===== config.mk =====
export PLATFORM = sky130hd
export DESIGN_NAME = aes_ctrl_fsm
export DESIGN_NICKNAME = d
export VERILOG_FILES = /design/src/rtl/aes_pkg.sv /design/src/rtl/aes_round_timer.sv /design/src/rtl/aes_ctrl_fsm.sv
export SDC_FILE = /design/constraint.sdc
export NUM_CORES = 1
export LEC_CHECK = 0
export ABC_AREA = 1
export CORE_MARGIN = 3
export CORE_UTILIZATION = 55
export CTS_CLUSTER_DIAMETER = 50
export CTS_CLUSTER_SIZE = 24
export DETAILED_ROUTE_END_ITERATION = 12
export PLACE_DENSITY = 0.82
export SETUP_SLACK_MARGIN = 0.02
export SLEW_MARGIN = 20
export SYNTH_ARGS = -nofsm -noshare
export SYNTH_HDL_FRONTEND = slang
export SYNTH_HIERARCHICAL = 1
export SYNTH_SLANG_ARGS = --single-unit
export TNS_END_PERCENT = 30

===== constraint.sdc =====
create_clock -name clk -period 2.9 [get_ports clk]
set_input_delay 0.58 -clock clk [delete_from_list [all_inputs] [get_ports clk]]
set_output_delay 0.58 -clock clk [all_outputs]
set_load 0.05 [all_outputs]

===== src/rtl/aes_pkg.sv =====
// ---------------------------------------------------------------------------
// aes_pkg
// Shared definitions for the iterative AES controller slice.
//   key_len_t        : encoding of the runtime key-length selector
//   aes_ctrl_state_t : controller state encoding
//   nr_of()          : number of cipher rounds for a key length
//   NR_MAX, NB       : largest round count and block width in 32-bit words
// ---------------------------------------------------------------------------
package aes_pkg;

  localparam int NR_MAX = 14;
  localparam int NB     = 4;

  typedef enum logic [1:0] {
    KL128 = 2'd0,
    KL192 = 2'd1,
    KL256 = 2'd2,
    KLBAD = 2'd3
  } key_len_t;

  typedef enum logic [2:0] {
    IDLE,
    KEY_INIT,
    KEY_EXP,
    ARK,
    ROUND,
    LAST,
    OUT
  } aes_ctrl_state_t;

  // The illegal code falls back to the AES-128 count; the controller never
  // latches it because an illegal key is rejected before nr is updated.
  function automatic logic [3:0] nr_of(key_len_t kl);
    case (kl)
      KL192:   nr_of = 4'd12;
      KL256:   nr_of = 4'd14;
      default: nr_of = 4'd10;
    endcase
  endfunction

endpackage


===== src/rtl/aes_round_timer.sv =====
// ---------------------------------------------------------------------------
// aes_round_timer
// Paces the round datapath: a ROUND_LAT-cycle sub-counter plus the round
// counter r.
//   clk, reset   : clock, asynchronous active-low reset
//   start        : load r=1 and restart the sub-counter (issued during ARK)
//   enable       : advance while the datapath is executing a round
//   nr           : round count of the loaded key schedule
//   r            : current round number (1..nr)
//   round_tick   : final cycle of the current round pass
//   last_round   : r is the last full round (r == nr-1)
// ---------------------------------------------------------------------------
module aes_round_timer #(
  parameter int ROUND_LAT = 1,
  parameter int IDX_W     = 4
) (
  input  logic             clk,
  input  logic             reset,
  input  logic             start,
  input  logic             enable,
  input  logic [IDX_W-1:0] nr,
  output logic [IDX_W-1:0] r,
  output logic             round_tick,
  output logic             last_round
);

  // ROUND_LAT is at most 4, so two bits always cover the sub-counter.
  localparam int              SUB_W    = 2;
  localparam logic [SUB_W-1:0] SUB_LAST = SUB_W'(ROUND_LAT - 1);

  logic [SUB_W-1:0] sub;

  // Sub-counter wraps on the final cycle of each pass and bumps the round
  // number, so r is stable for every cycle of a pass.
  always_ff @(posedge clk or negedge reset) begin
    if (!reset) begin
      sub <= '0;
      r   <= '0;
    end else if (start) begin
      sub <= '0;
      r   <= IDX_W'(1);
    end else if (enable) begin
      if (round_tick) begin
        sub <= '0;
        r   <= r + IDX_W'(1);
      end else begin
        sub <= sub + SUB_W'(1);
      end
    end
  end

  assign round_tick = (sub == SUB_LAST);
  assign last_round = (r == nr - IDX_W'(1));

endmodule


===== src/rtl/aes_ctrl_fsm.sv =====
// ---------------------------------------------------------------------------
// aes_ctrl_fsm
// Iterative AES-128/192/256 control FSM: sequences key expansion into the
// round-key store and the encrypt/decrypt round passes of the datapath.
//   clk, reset            : clock, asynchronous active-low reset
//   key_len/valid/ready   : cipher-key handshake (0=128, 1=192, 2=256, 3=bad)
//   key_err               : one-cycle pulse after an illegal key_len is taken
//   key_loaded            : round-key store holds a complete schedule
//   in_valid/decrypt/ready: input-block handshake, direction sampled with it
//   out_valid/ready       : result handshake with backpressure
//   ke_load, ke_step      : key expander strobes
//   rk_we, rk_waddr       : round-key store write port
//   rk_raddr              : round-key store read index
//   ld_in, ld_round, ld_last : datapath load strobes
//   inv                   : datapath in inverse-cipher mode
//   busy                  : controller not idle
// ---------------------------------------------------------------------------
module aes_ctrl_fsm
  import aes_pkg::*;
#(
  parameter int ROUND_LAT  = 1,
  parameter int IDX_W      = 4,
  parameter int ENABLE_DEC = 1
) (
  input  logic             clk,
  input  logic             reset,
  input  logic [1:0]       key_len,
  input  logic             key_valid,
  output logic             key_ready,
  output logic             key_err,
  output logic             key_loaded,
  input  logic             in_valid,
  input  logic             in_decrypt,
  output logic             in_ready,
  output logic             out_valid,
  input  logic             out_ready,
  output logic             ke_load,
  output logic             ke_step,
  output logic             rk_we,
  output logic [IDX_W-1:0] rk_waddr,
  output logic [IDX_W-1:0] rk_raddr,
  output logic             ld_in,
  output logic             ld_round,
  output logic             ld_last,
  output logic             inv,
  output logic             busy
);

  aes_ctrl_state_t state, state_next;

  logic [IDX_W-1:0] nr;
  logic [IDX_W-1:0] k;
  logic [IDX_W-1:0] r;
  logic             inv_q;
  logic             key_loaded_q;
  logic             key_err_q;
  logic             round_tick;
  logic             last_round;
  logic             key_hs;
  logic             data_hs;
  logic             key_illegal;

  // key_ready is qualified with reset so every output is low while reset is
  // held, not just once the first clock edge arrives.
  assign key_ready   = (state == IDLE) && reset;
  assign in_ready    = ((state == IDLE) || ((state == OUT) && out_ready))
                       && key_loaded_q && !key_valid;
  assign key_hs      = key_valid && key_ready;
  assign data_hs     = in_valid && in_ready;
  assign key_illegal = (key_len_t'(key_len) == KLBAD);

  aes_round_timer #(
    .ROUND_LAT (ROUND_LAT),
    .IDX_W     (IDX_W)
  ) u_timer (
    .clk        (clk),
    .reset      (reset),
    .start      (state == ARK),
    .enable     ((state == ROUND) || (state == LAST)),
    .nr         (nr),
    .r          (r),
    .round_tick (round_tick),
    .last_round (last_round)
  );

  // State register.
  always_ff @(posedge clk or negedge reset) begin
    if (!reset) begin
      state <= IDLE;
    end else begin
      state <= state_next;
    end
  end

  // Key-schedule bookkeeping and per-block direction. nr only changes on a
  // legal key handshake, so key_len wiggles at any other time are ignored.
  always_ff @(posedge clk or negedge reset) begin
    if (!reset) begin
      nr           <= IDX_W'(10);
      k            <= '0;
      inv_q        <= 1'b0;
      key_loaded_q <= 1'b0;
      key_err_q    <= 1'b0;
    end else begin
      key_err_q <= key_hs && key_illegal;
      if (key_hs) begin
        key_loaded_q <= 1'b0;
        if (!key_illegal) begin
          nr <= IDX_W'(nr_of(key_len_t'(key_len)));
        end
      end
      if (state == KEY_INIT) begin
        k <= IDX_W'(1);
      end else if (state == KEY_EXP) begin
        if (k == nr) begin
          k            <= '0;
          key_loaded_q <= 1'b1;
        end else begin
          k <= k + IDX_W'(1);
        end
      end
      if (data_hs) begin
        inv_q <= in_decrypt && (ENABLE_DEC != 0);
      end
    end
  end

  // Next-state logic. A pending key blocks in_ready, so the key handshake
  // always wins over data without an explicit priority check here.
  always_comb begin
    state_next = state;
    case (state)
      IDLE: begin
        if (key_hs) begin
          if (!key_illegal) state_next = KEY_INIT;
        end else if (data_hs) begin
          state_next = ARK;
        end
      end
      KEY_INIT: state_next = KEY_EXP;
      KEY_EXP:  if (k == nr) state_next = IDLE;
      ARK:      state_next = (nr == IDX_W'(1)) ? LAST : ROUND;
      ROUND:    if (round_tick && last_round) state_next = LAST;
      LAST:     if (round_tick) state_next = OUT;
      OUT: begin
        if (out_ready) state_next = data_hs ? ARK : IDLE;
      end
      default:  state_next = IDLE;
    endcase
  end

  // Moore outputs. Decryption walks the key schedule backwards.
  always_comb begin
    ke_load   = 1'b0;
    ke_step   = 1'b0;
    rk_we     = 1'b0;
    rk_waddr  = '0;
    rk_raddr  = '0;
    ld_in     = 1'b0;
    ld_round  = 1'b0;
    ld_last   = 1'b0;
    out_valid = 1'b0;
    case (state)
      KEY_INIT: begin
        ke_load = 1'b1;
        rk_we   = 1'b1;
      end
      KEY_EXP: begin
        ke_step  = 1'b1;
        rk_we    = 1'b1;
        rk_waddr = k;
      end
      ARK: begin
        ld_in    = 1'b1;
        rk_raddr = inv_q ? nr : '0;
      end
      ROUND: begin
        rk_raddr = inv_q ? (nr - r) : r;
        ld_round = round_tick;
      end
      LAST: begin
        rk_raddr = inv_q ? '0 : nr;
        ld_last  = round_tick;
      end
      OUT:      out_valid = 1'b1;
      default: ;
    endcase
  end

  assign key_err    = key_err_q;
  assign key_loaded = key_loaded_q;
  assign inv        = inv_q;
  assign busy       = (state != IDLE);

endmodule


After elaboration in Yosys (flattened, before gate mapping)

Index checks and enable logic that the tools add are counted.

Flip-flop bits (word level): 20
Latch bits: 0
RAM bits: 0
ROM bits: 0
Bits of input ports: 8
Output and inout bits: 21
Word-level logic and storage cells: 89
Memories kept: 0

Add/sub/neg operators: 5
Multipliers: 0
Divide/modulo/power cells: 0
Magnitude comparators: 0
Equality and inequality tests: 18
Shifts and indexed selects: 0
Mux-type cells: 36
Bitwise logic cells: 1
Reductions and logical operators: 21

Operators by type and width:

| cell                  | count |
|---|---|
| $mux W4               | 10 |
| $mux W3               | 7 |
| $pmux W3 S7           | 1 |
| $mux W1               | 12 |
| $pmux W4 S3           | 1 |
| $eq A3 B3 Y1 const B  | 3 |
| $add A4 B1 Y4 const B | 2 |
| $eq A4 B4 Y1          | 2 |
| $logic_and A1 B1 Y1   | 8 |
| $mux W2               | 4 |
| $eq A3 B2 Y1 const B  | 2 |
| $ne A3 B3 Y1 const B  | 2 |
| $pmux W3 S2           | 1 |
| $reduce_and A6 Y1     | 1 |
| $reduce_bool A2 Y1    | 3 |
| $eq A2 B2 Y1 const B  | 2 |
| $eq A4 B1 Y1 const B  | 1 |
| $ne A2 B1 Y1 const B  | 2 |
| $ne A2 B2 Y1 const B  | 2 |
| $reduce_and A2 Y1     | 2 |
| $sub A4 B1 Y4 const B | 1 |
| $sub A4 B4 Y4         | 1 |
| $eq A3 B1 Y1 const B  | 1 |
| $logic_not A3 Y1      | 1 |
| other kinds (8)       | 9 |

Logic depth before layout (Yosys ltp)

Gate-level depths: netlist (run 1).

Word-level depth: 9
Depth in mapped cells: 15
Mapped depth without buffers: 15

Modules after synthesis

The synthesis (run 1) kept the hierarchy.

By module, submodules not included:

| module          | times used | cells each | area each (sq um) |
|---|---|---|---|
| aes_ctrl_fsm    | 1          | 145        | 997.2 |
| aes_round_timer | 1          | 67         | 452.9 |

Worst setup path before layout (run 1)

Ideal clock, no wire load.

Kind: register -> output
From: register nr[2]
To: output rk_raddr[3]
Arrival time: 2.177 ns
Data required time: 2.320 ns
Path slack: 0.143 ns
Stages on the path, launching flop included: 7
Path buffers: 0
Cells stage by stage: dfrtp_1 ha_1 a21oi_1 nand2_1 nand3_1 nand2_1 o21ai_0

Longest elaborated chain between the ends: 3

Ends and longest elaborated chain:

| element                | line                | RTL |
|---|---|---|
| start, declared        | aes_ctrl_fsm.sv:51  | `logic [IDX_W-1:0] nr;` |
| start signal, assigned | aes_ctrl_fsm.sv:109 | `nr <= IDX_W'(nr_of(key_len_t'(key_len)));` |
| $sub A4 B4 Y4          | aes_ctrl_fsm.sv:178 | `rk_raddr = inv_q ? (nr - r) : r;` |
| $mux W4                | aes_ctrl_fsm.sv:178 |  |
| $pmux W4 S3            | aes_ctrl_fsm.sv:163 | `case (state)` |
| end, declared          | aes_ctrl_fsm.sv:41  | `output logic [IDX_W-1:0] rk_raddr,` |

No other way between the ends.

Worst setup path in the final report (run 1)

From: register state[1]
To: output rk_raddr[0]

Longest elaborated chain between the ends: 2
Elaborated cells on any way between the ends: 4
Classes of those cells: eq/ne (3); mux (1)

Ends and longest elaborated chain:

| element                                             | line                | RTL |
|---|---|---|
| start, declared                                     | aes_ctrl_fsm.sv:49  | `aes_ctrl_state_t state, state_next;` |
| start signal, assigned                              | aes_ctrl_fsm.sv:91  | `state <= state_next;` |
| $eq A3 B3 Y1 / $eq A3 B2 Y1 (equally long branches) | aes_ctrl_fsm.sv:163 |  |
| $pmux W4 S3 *                                       | aes_ctrl_fsm.sv:163 |  |

Mark *: on every way between the ends. The rest lies on a longest branch, timed or not.

==> flow_metrics.tcl, run 1 <==
set metrics [dict create \
    outcome "finished clean" \
    holdWs_ns 0.575 \
    power.switching_uw 1090 \
    ys_async_sr_fraction_pct 100 \
    root_buffer "clkbuf_4" \
    antennaDiodeCount 0 \
    ir_drop_uv 749 \
    ys.flop_type "dfrtp_1" \
    powerDensity_nw_per_um2 1070 \
    dr.first_iter.drc_count 55 \
    start_util_pct 61.4 \
    syn-mean-instance-area_sq_um 6.84 \
    min_period_ns 2.79 \
    finalHoldViolations 0 \
    drive_gt1_share_pct 16.2 \
    synth_edf_count 0 \
    rows 17 \
    finish.net_count 266 \
    arrival_ns 2.21 \
    clk_latency_ns 0.31 \
    coreArea_sq_um 2360 \
    period_share_pct 96.3 \
    switching_share_pct 55.0 \
    clock_path_buffers 2 \
    finalPower_uw 1970 \
    grt_pass1_vias 1383 \
    synth_warnings 6 \
    regArea_sq_um 452 \
    ys_ff_latch 18 \
    yosysTopAreaCellShare_pct 29.3 \
    port_buffers 28 \
    grt_max_degree 13 \
    yosysMostFrequentCell "nand2_1" \
    tns_ns 0 \
    grt_pass1_wl_microns 6290 \
    critPathKind "reg2out" \
    placed_cell_area_sq_um 1810 \
    num-fill-cells 177 \
    critPathLaunchType "flop" \
    die_y_microns 57.4 \
    die_w_microns 57.4 \
    finalWeightedCongestion 0.845 \
    internal_power_uw 888 \
    end_kind "primary output" \
    wl_microns 3730 \
    min_from "u_timer/sub[0]" \
    drc 0 \
    syn2layout_area_growth_pct 27.7 \
    vias 1455 \
    dr.pass1.iters 4 \
    final_core_util_pct 78.4 \
    crit_start "state[1]" \
    synth_top_cell_by_area "dfrtp_1" \
    antenna_found_initial 0 \
    critPathMaxFanout 10 \
    multi_input_area_sq_um 843 \
    die_area_sq_um 3290 \
    finalInstanceArea_sq_um 1850 \
    syn-cell-area_sq_um 1450 \
    syn-instance-count 212 \
    tightest_slew_ns 0.523 \
    grt_usage_pct 24.3 \
    p_clk_share_pct 8.5 \
    maxSlewHeadroom_pct 65.0 \
    ys_seq_area_share_pct 31.1 \
    cts.sinks 18 \
    grt-ovfl-total 0 \
    skew_ns 0.00137 \
    maxSlewViolCount 0 \
    hpwl_microns 3000 \
    p_leak_uw 0.000976 \
    cts_tree "done" \
    synth_cell_type_count 29 \
    postCtsHoldBufs 0 \
    drv_cap 0 \
    via_per_inst 5.29 \
    clkTransAtPathRegs_ns 0.12 \
    setup_viol 0 \
    worst_r2r_startpoint "nr[1]" \
    pwr-share-seq_pct 24.6 \
    yosys-top-cells-area "dfrtp_1 (29%), nand2_1 (11%), ha_1 (7.8%), inv_1 (7.8%), nand3_1 (7.6%)" \
    numCtsBuffers 3 \
    htreeDepth 1 \
    fmax_mhz 358 \
    rsz0062_at_grt "yes" \
    synth_commonest_cells "nand2_1 (42), inv_1 (30), nor2_1 (23), nand3_1 (22), dfrtp_1 (17)" \
    boundaryPins 29 \
    crit_required_ns 2.32 \
    ant_nets 0 \
    min_path_type "reg2reg" \
    wire_per_inst_microns 13.5 \
    pwr-share-comb_pct 66.9 \
]
==> final timing paths <==
check,end,slack [ns],depth (start not counted)
worst max-delay path,rk_raddr[0],0.11,4
worst min-delay path,u_timer/sub[0],0.57,2
worst max register to register,state[0],0.64,14
worst min register to register,u_timer/sub[0],0.57,2
max in group asynchronous,nr[1],2.01,2
min in group asynchronous,k[0],0.64,2
==> stage by stage <==
stage	setup slack (ns)	std cells
after CTS	0.104	275
final	0.108	275
after global routing	0.0135	275
after detailed placement	0.454	271
after floorplan	0.143	215
after global placement	0.467	271
==> layout by cell type, fill, tap and decap left out, types with 2 or more instances in the layout <==
cell,synthesis,routed
a21oi_1,8,8
buf_12,0,4
buf_4,0,3
clkbuf_4,0,3
clkdlybuf4s50_1,0,22
conb_1,2,5
dfrtp_1,17,17
ha_1,9,9
inv_1,30,30
inv_2,9,9
nand2_1,42,42
nand2_2,8,8
nand3_1,22,22
nand3_2,2,2
nand4_1,4,4
nor2_1,23,23
nor2_2,6,6
o21ai_0,6,6
o21ai_1,7,7
o22ai_1,2,2
xnor2_1,3,3
==> final cells by class <==
type	count	share of cell area (%)
clock buffer	4	1.96
inverter	40	8.11
sequential	18	24.4
multi-input combinational	155	45.5
timing repair buffer	30	18.1
tap	28	1.89
==> state kept, by name, summed over array words and instances (netlist names) <==
| signal | cells |
|---|---|
| key_err | 1 |
| key_loaded | 1 |
| u_timer/r | 4 |
| state | 3 |
| u_timer/sub | 2 |
| k | 4 |
| inv | 1 |
| nr | 2 |
==> power groups by stage <==
stage          sequential [uW]  combinational [uW]  clock, uW
6_report                   486                1320        168
5_1_grt                    505                1440        179
4_1_cts                    483                1320        165
3_5_place_dp               488                1310          0
3_3_place_gp               483                1270          0
2_1_floorplan              434                 981          0
==> per-layer routing <==
metal	global-route usage, %	vias up	share of wire, %	wire (microns)
met1	31.9	665	46	1720
met4	10.3	0	1.5	55
li1	-	738	-	-
met5	0	-	0	0
met2	40.0	45	48	1790
met3	3.39	7	4.4	164
==> worst max-delay path, stage by stage, from the launching register on <==
cell             delay, ns
dfrtp_1               0.54
nor2_4                0.24
nand2_1               0.16
nor2_1                0.15
clkdlybuf4s50_1       0.81
==> logic make-up after synthesis <==
kind of cell / Yosys count / share of synthesized area [%]
DFF: 18 / 31.1
other: 2 / 0.518
xor gates and xnor gates: 4 / 2.42
and+or+nand+nor: 111 / 36.0
adders and majority gates: 10 / 9.15
AOI/OAI and AO/OA: 25 / 9.32
buffers and inverters: 42 / 11.5
==> repair_timing <==
item,CTS,global route
setup endpoints to repair,0,2
resized for setup,0,1
hold endpoints to repair,0,0
buffers inserted,0,0
Note: power is estimated with default switching activity, not from simulation.
==> inputs of run 2 (changes only) <==
--- a/config.mk
+++ b/config.mk
@@ -6,14 +6,15 @@
 export NUM_CORES = 1
 export LEC_CHECK = 0
 export ABC_AREA = 1
+export CAP_MARGIN = 10
 export CORE_MARGIN = 3
 export CORE_UTILIZATION = 55
 export CTS_CLUSTER_DIAMETER = 50
 export CTS_CLUSTER_SIZE = 24
 export DETAILED_ROUTE_END_ITERATION = 12
+export HOLD_SLACK_MARGIN = 0.06
 export PLACE_DENSITY = 0.82
 export SETUP_SLACK_MARGIN = 0.02
-export SLEW_MARGIN = 20
 export SYNTH_ARGS = -nofsm -noshare
 export SYNTH_HDL_FRONTEND = slang
 export SYNTH_HIERARCHICAL = 1
==> results of run 2 <==
Same layout as run 1: the final DEF is identical, and so are final timing and power.
==> inputs of run 3 (changes only) <==
--- a/config.mk
+++ b/config.mk
@@ -9,7 +9,7 @@
 export CAP_MARGIN = 10
 export CORE_MARGIN = 3
 export CORE_UTILIZATION = 55
-export CTS_CLUSTER_DIAMETER = 50
+export CTS_CLUSTER_DIAMETER = 150
 export CTS_CLUSTER_SIZE = 24
 export DETAILED_ROUTE_END_ITERATION = 12
 export HOLD_SLACK_MARGIN = 0.06
==> results of run 3 <==
Same layout as run 1: the final DEF is identical, and so are final timing and power.
==> patch 1 (settings of run 3) <==
`IDX_W` is set to 4 in 2 places; all go to 2.
--- a/src/rtl/aes_round_timer.sv
+++ b/src/rtl/aes_round_timer.sv
@@ -14,3 +14,3 @@
   parameter int ROUND_LAT = 1,
-  parameter int IDX_W     = 4
+  parameter int IDX_W     = 2
 ) (
--- a/src/rtl/aes_ctrl_fsm.sv
+++ b/src/rtl/aes_ctrl_fsm.sv
@@ -21,3 +21,3 @@
   parameter int ROUND_LAT  = 1,
-  parameter int IDX_W      = 4,
+  parameter int IDX_W      = 2,
   parameter int ENABLE_DEC = 1
Interface: changed (resized rk_raddr and rk_waddr); port bits go from 29 to 25. No check against the original RTL was run, so the function may have changed too.
==> patch 1 against run 3 <==
- final cell count down 33%
- cell area down 34%
- worst setup slack worse by 0.011 ns
- area after synthesis down 36%
- combinational power down 29%
- power down 28%
- routed wire length down 38%
- sequential cell count down 5
- maximum frequency down 0.39%
- critical path type unchanged
==> patch 1: results (changes against run 3) <==
Yosys
By count the netlist is led by sky130_fd_sc_hd__nand2_1 (32), sky130_fd_sc_hd__inv_1 (26), sky130_fd_sc_hd__nor2_1 (20). The register bit total from synthesis is 13 (-5).

Placement
The number of buffers inserted by port buffering is 24 (-14%). The final weighted congestion in routability-driven placement was 0.877 (+3.8%). The number of cells in the design after placement is 179 (-34%).

The minimum setup slack after placement is 0.323 ns (-0.131 ns).

Routing
The sum of routed wire length over all layers is 2330 um (-38%). The starting DRC count in detailed routing is 30 (-45%).

Timing
The worst clock skew is 0.0105 ns (+0.00918 ns). The worst-case setup margin in the final layout is 0.0965 ns (-0.0111 ns). The minimum hold slack is 0.554 ns (-0.0206 ns).

Pwr
The portion of total power attributed to the clock network is 8.1% (-0.4 points). The cell-internal power is 616 uW (-31%). The static leakage is 0.000685 uW (-30%).

The switching portion of total power was 56.7% (+1.6 points). The power dissipated in combinational cells came to 940 uW (-29%).

Cells and area
The total number of multi-input combinational cells is 99 (-36%). The number of clock buffers in the layout is 3 (-1). The fraction of final layout cells with drive strength greater than 1 is 8.38% (-7.8 points). The non-clock inverter total of the final layout is 26 (-35%).

Global route
The first-pass GRT wire length is 3750 um (-40%). The overall routing resource usage is 24.5% (+0.20 points). The maximum number of pins on one net before global-route repair is 15 (+2).

Worst setup path
The critical path starts at state[2]$_DFFE_PN0P_. The peak fanout along the critical path is 9 (-1). The worst-case register-to-register setup slack is 1.17 ns (+0.53 ns). The worst stage delay on the critical path is 0.88 ns (+0.07 ns).

Die
The number of cell rows came to 14 (-3).

Clocking
The source-to-sink clock delay at the later pin of the worst-skew pair came to 0.28 ns (-0.03 ns). The post-CTS resize count is 1 (+1).

Outcome
The run finished with clean final reports.
patch 1: cell types whose count changed after synthesis, moves of 6 or more:
| cell | run 3 | this run |
|---|---|---|
| sky130_fd_sc_hd__a21oi_1 | 8 | 2 |
| sky130_fd_sc_hd__ha_1 | 9 | 2 |
| sky130_fd_sc_hd__inv_2 | 9 | 0 |
| sky130_fd_sc_hd__nand2_1 | 42 | 32 |
| sky130_fd_sc_hd__nand2_2 | 8 | 2 |
| sky130_fd_sc_hd__nand3_1 | 22 | 16 |
| sky130_fd_sc_hd__nor2_2 | 6 | 0 |
patch 1: cell families after synthesis:
logic type | share of synthesized area (%)
flip-flops | 35.2
buffers and inverters | 12.6
adder cells (fa/ha/maj) | 2.70
XOR/XNOR | 0.945
other | 0.404
AO/OA/AOI/OAI | 7.83
AND/OR/NAND/NOR | 40.4
patch 1: per-layer routing:
metal	share of wire (%)	vias up	GRT usage [%]
met5	0	-	0
met4	1.6	0	12.7
met3	6.5	4	2.30
met2	50	43	41.2
met1	42	458	31.1
li1	-	492	-
==> patch 2 (flow settings as in run 3) <==
Made on the original files. Remove the register `key_err_q`: a continuous assignment takes its place, so the output `key_err` follows one clock earlier.
--- a/src/rtl/aes_ctrl_fsm.sv
+++ b/src/rtl/aes_ctrl_fsm.sv
@@ -102,5 +102,3 @@
       key_loaded_q <= 1'b0;
-      key_err_q    <= 1'b0;
     end else begin
-      key_err_q <= key_hs && key_illegal;
       if (key_hs) begin
@@ -126,2 +124,4 @@
   end
+
+  assign key_err_q = key_hs && key_illegal;
 
Check against the original RTL: not equivalent (a bounded check fails within 4 cycles, from zero or initial values and one cycle with reset low).
==> patch 2 against run 3 <==
- worst setup slack gained 0.065 ns
- core utilization shrank 0.62 points
- combinational power is essentially flat
- power decreased by 2.8%
- clock power is 23% lower
- largest cell class unchanged
- register-to-register slack improved by 0.12 ns
- area after synthesis is 1.7% lower
- count of clock-buffer cells in the layout is 1 lower
- critical endpoint is now rk_waddr[0]
- cell area decreased by 1.7%
- sequential cell count down 1
- routed wire length is 4.6% lower
- largest power group unchanged
- sequential power fell by 4%
- critical path type unchanged
==> patch 2: results (changes against run 3) <==
Outcome
The flow ran to the end, and the final reports show no timing, DRC or antenna violations.

Clocking
The number of clock sinks was 17 (-1). The source-to-sink clock delay at the later pin of the worst-skew pair is 0.29 ns (-0.02 ns).

Routing
The detailed-route wire length on metal 1 is 1530 um (-11%). The starting DRC count in detailed routing is 57 (+3.6%). The per-cell routed wire length is 13.0 um (-3.9%). The length of the first detailed-routing pass in iterations is 5 (+1). The routed length on met3 is 212 um (+29%). The met2 wire length is 1770 um (-0.95%).

Timing
The worst clock skew is 0.00448 ns (+0.00311 ns).

Placement
The half-perimeter wire length of the detailed placement result is 2910 um (-3.0%). The final weighted congestion in routability-driven placement is 0.909 (+7.6%). The number of cells in the design after placement is 269 (-0.74%).

Yosys
The synthesized cell area was 1430 sq um (-1.7%). The commonest cells after synthesis are sky130_fd_sc_hd__nand2_1 (42), sky130_fd_sc_hd__inv_1 (30), sky130_fd_sc_hd__nor2_1 (23). The post-synthesis cell count is 211 (-0.47%). The sequential cell area fraction in the yosys report came to 29.9% (-1.2 points).

Cells and area
The layout net count is 264 (-0.75%). The fraction of final layout cells with drive strength greater than 1 came to 16.3% (+0.13 points).

Global route
The first-pass GRT wire length is 6270 um (-0.21%). The overall routing resource usage was 24.0% (-0.38 points).

Pwr
The static leakage is 0.000959 uW (-1.8%). The maximum vdd drop is 0.875 mV (+17%). The portion of total power attributed to combinational logic came to 68.8% (+1.9 points). The switching portion of total power came to 55.7% (+0.67 points).

Worst setup path
The signal arrival time at the worst endpoint is 2.15 ns (-0.06 ns). The peak fanout along the critical path is 9 (-1).
-- patch 2: cell count changes after synthesis, sizes merged --
cell and delta:
dfrtp -1
-- patch 2: timing repair --
action,CTS,global route
gates resized for setup,0,1
setup endpoints to repair,0,1
buffers inserted,0,0
-- patch 2: final cells by class --
cell class | count | area, sq um | area share [%]
timing repair buffer | 29 | 338 | 18.6
clock inverter | 1 | 5.00 | 0.275
multi-input combinational | 155 | 843 | 46.3
inverter | 40 | 150 | 8.25
clock buffer | 3 | 22.5 | 1.24
tap | 28 | 35.0 | 1.92
sequential | 17 | 427 | 23.4
-- patch 2: critical path: stages (launching register included) --
cell and delay (ns):
sky130_fd_sc_hd__dfrtp_1 0.49, sky130_fd_sc_hd__inv_2 0.16, sky130_fd_sc_hd__nand3_2 0.18, sky130_fd_sc_hd__nor2_1 0.19, sky130_fd_sc_hd__clkdlybuf4s50_1 0.83
-- patch 2: per-layer routing --
| metal | vias to the layer above | GRT usage (%) |
|---|---|---|
| met5 | - | 0 |
| met4 | 0 | 6.29 |
| met3 | 4 | 3.45 |
| met2 | 52 | 39.5 |
| met1 | 696 | 32.9 |
| li1 | 727 | - |
-- patch 2: through the flow --
stage | worst slack [ns] | util (%) | power (uW) | area, sq um | hold slack, ns
final | 0.173 | 77.8 | 1920 | 1820 | 0.566
after global routing | 0.0330 | 77.8 | 2080 | 1820 | 0.620
after CTS | 0.0922 | 77.7 | 1920 | 1820 | 0.568
after detailed placement | 0.438 | 76.5 | 1780 | 1790 | 0.542
after global placement | 0.479 | 76.5 | 1730 | 1790 | 0.538
after floorplan | 0.143 | - | 1400 | 1440 | 0.284
-- patch 2: worst paths after layout --
| kind | startpoint | to | slack (ns) | cells after the start |
|---|---|---|---|---|
| max in group asynchronous | reset | nr[1]$_DFFE_PN1P_ | 1.85 | 2 |
| min in group asynchronous | reset | key_loaded$_DFF_PN0_ | 0.79 | 2 |
| worst min-delay path | u_timer/sub[0]$_DFFE_PN0P_ | u_timer/sub[0]$_DFFE_PN0P_ | 0.57 | 2 |
| worst min register to register | u_timer/sub[0]$_DFFE_PN0P_ | u_timer/sub[0]$_DFFE_PN0P_ | 0.57 | 2 |
| worst max-delay path | state[2]$_DFFE_PN0P_ | rk_waddr[0] | 0.17 | 4 |
| worst max register to register | nr[1]$_DFFE_PN1P_ | state[0]$_DFFE_PN0P_ | 0.76 | 14 |
-- patch 2: cells by family (layout without fill, tap and decap cells) --
group / count (synthesis) / after routing / synth area share [%]
buf+inv: 42 / 73 / 11.7
flops: 17 / 17 / 29.9
xor+xnor: 4 / 4 / 2.46
compound gates: 25 / 25 / 9.48
simple gates: 111 / 111 / 36.6
fa+ha+maj: 10 / 10 / 9.31
other cells: 2 / 5 / 0.527
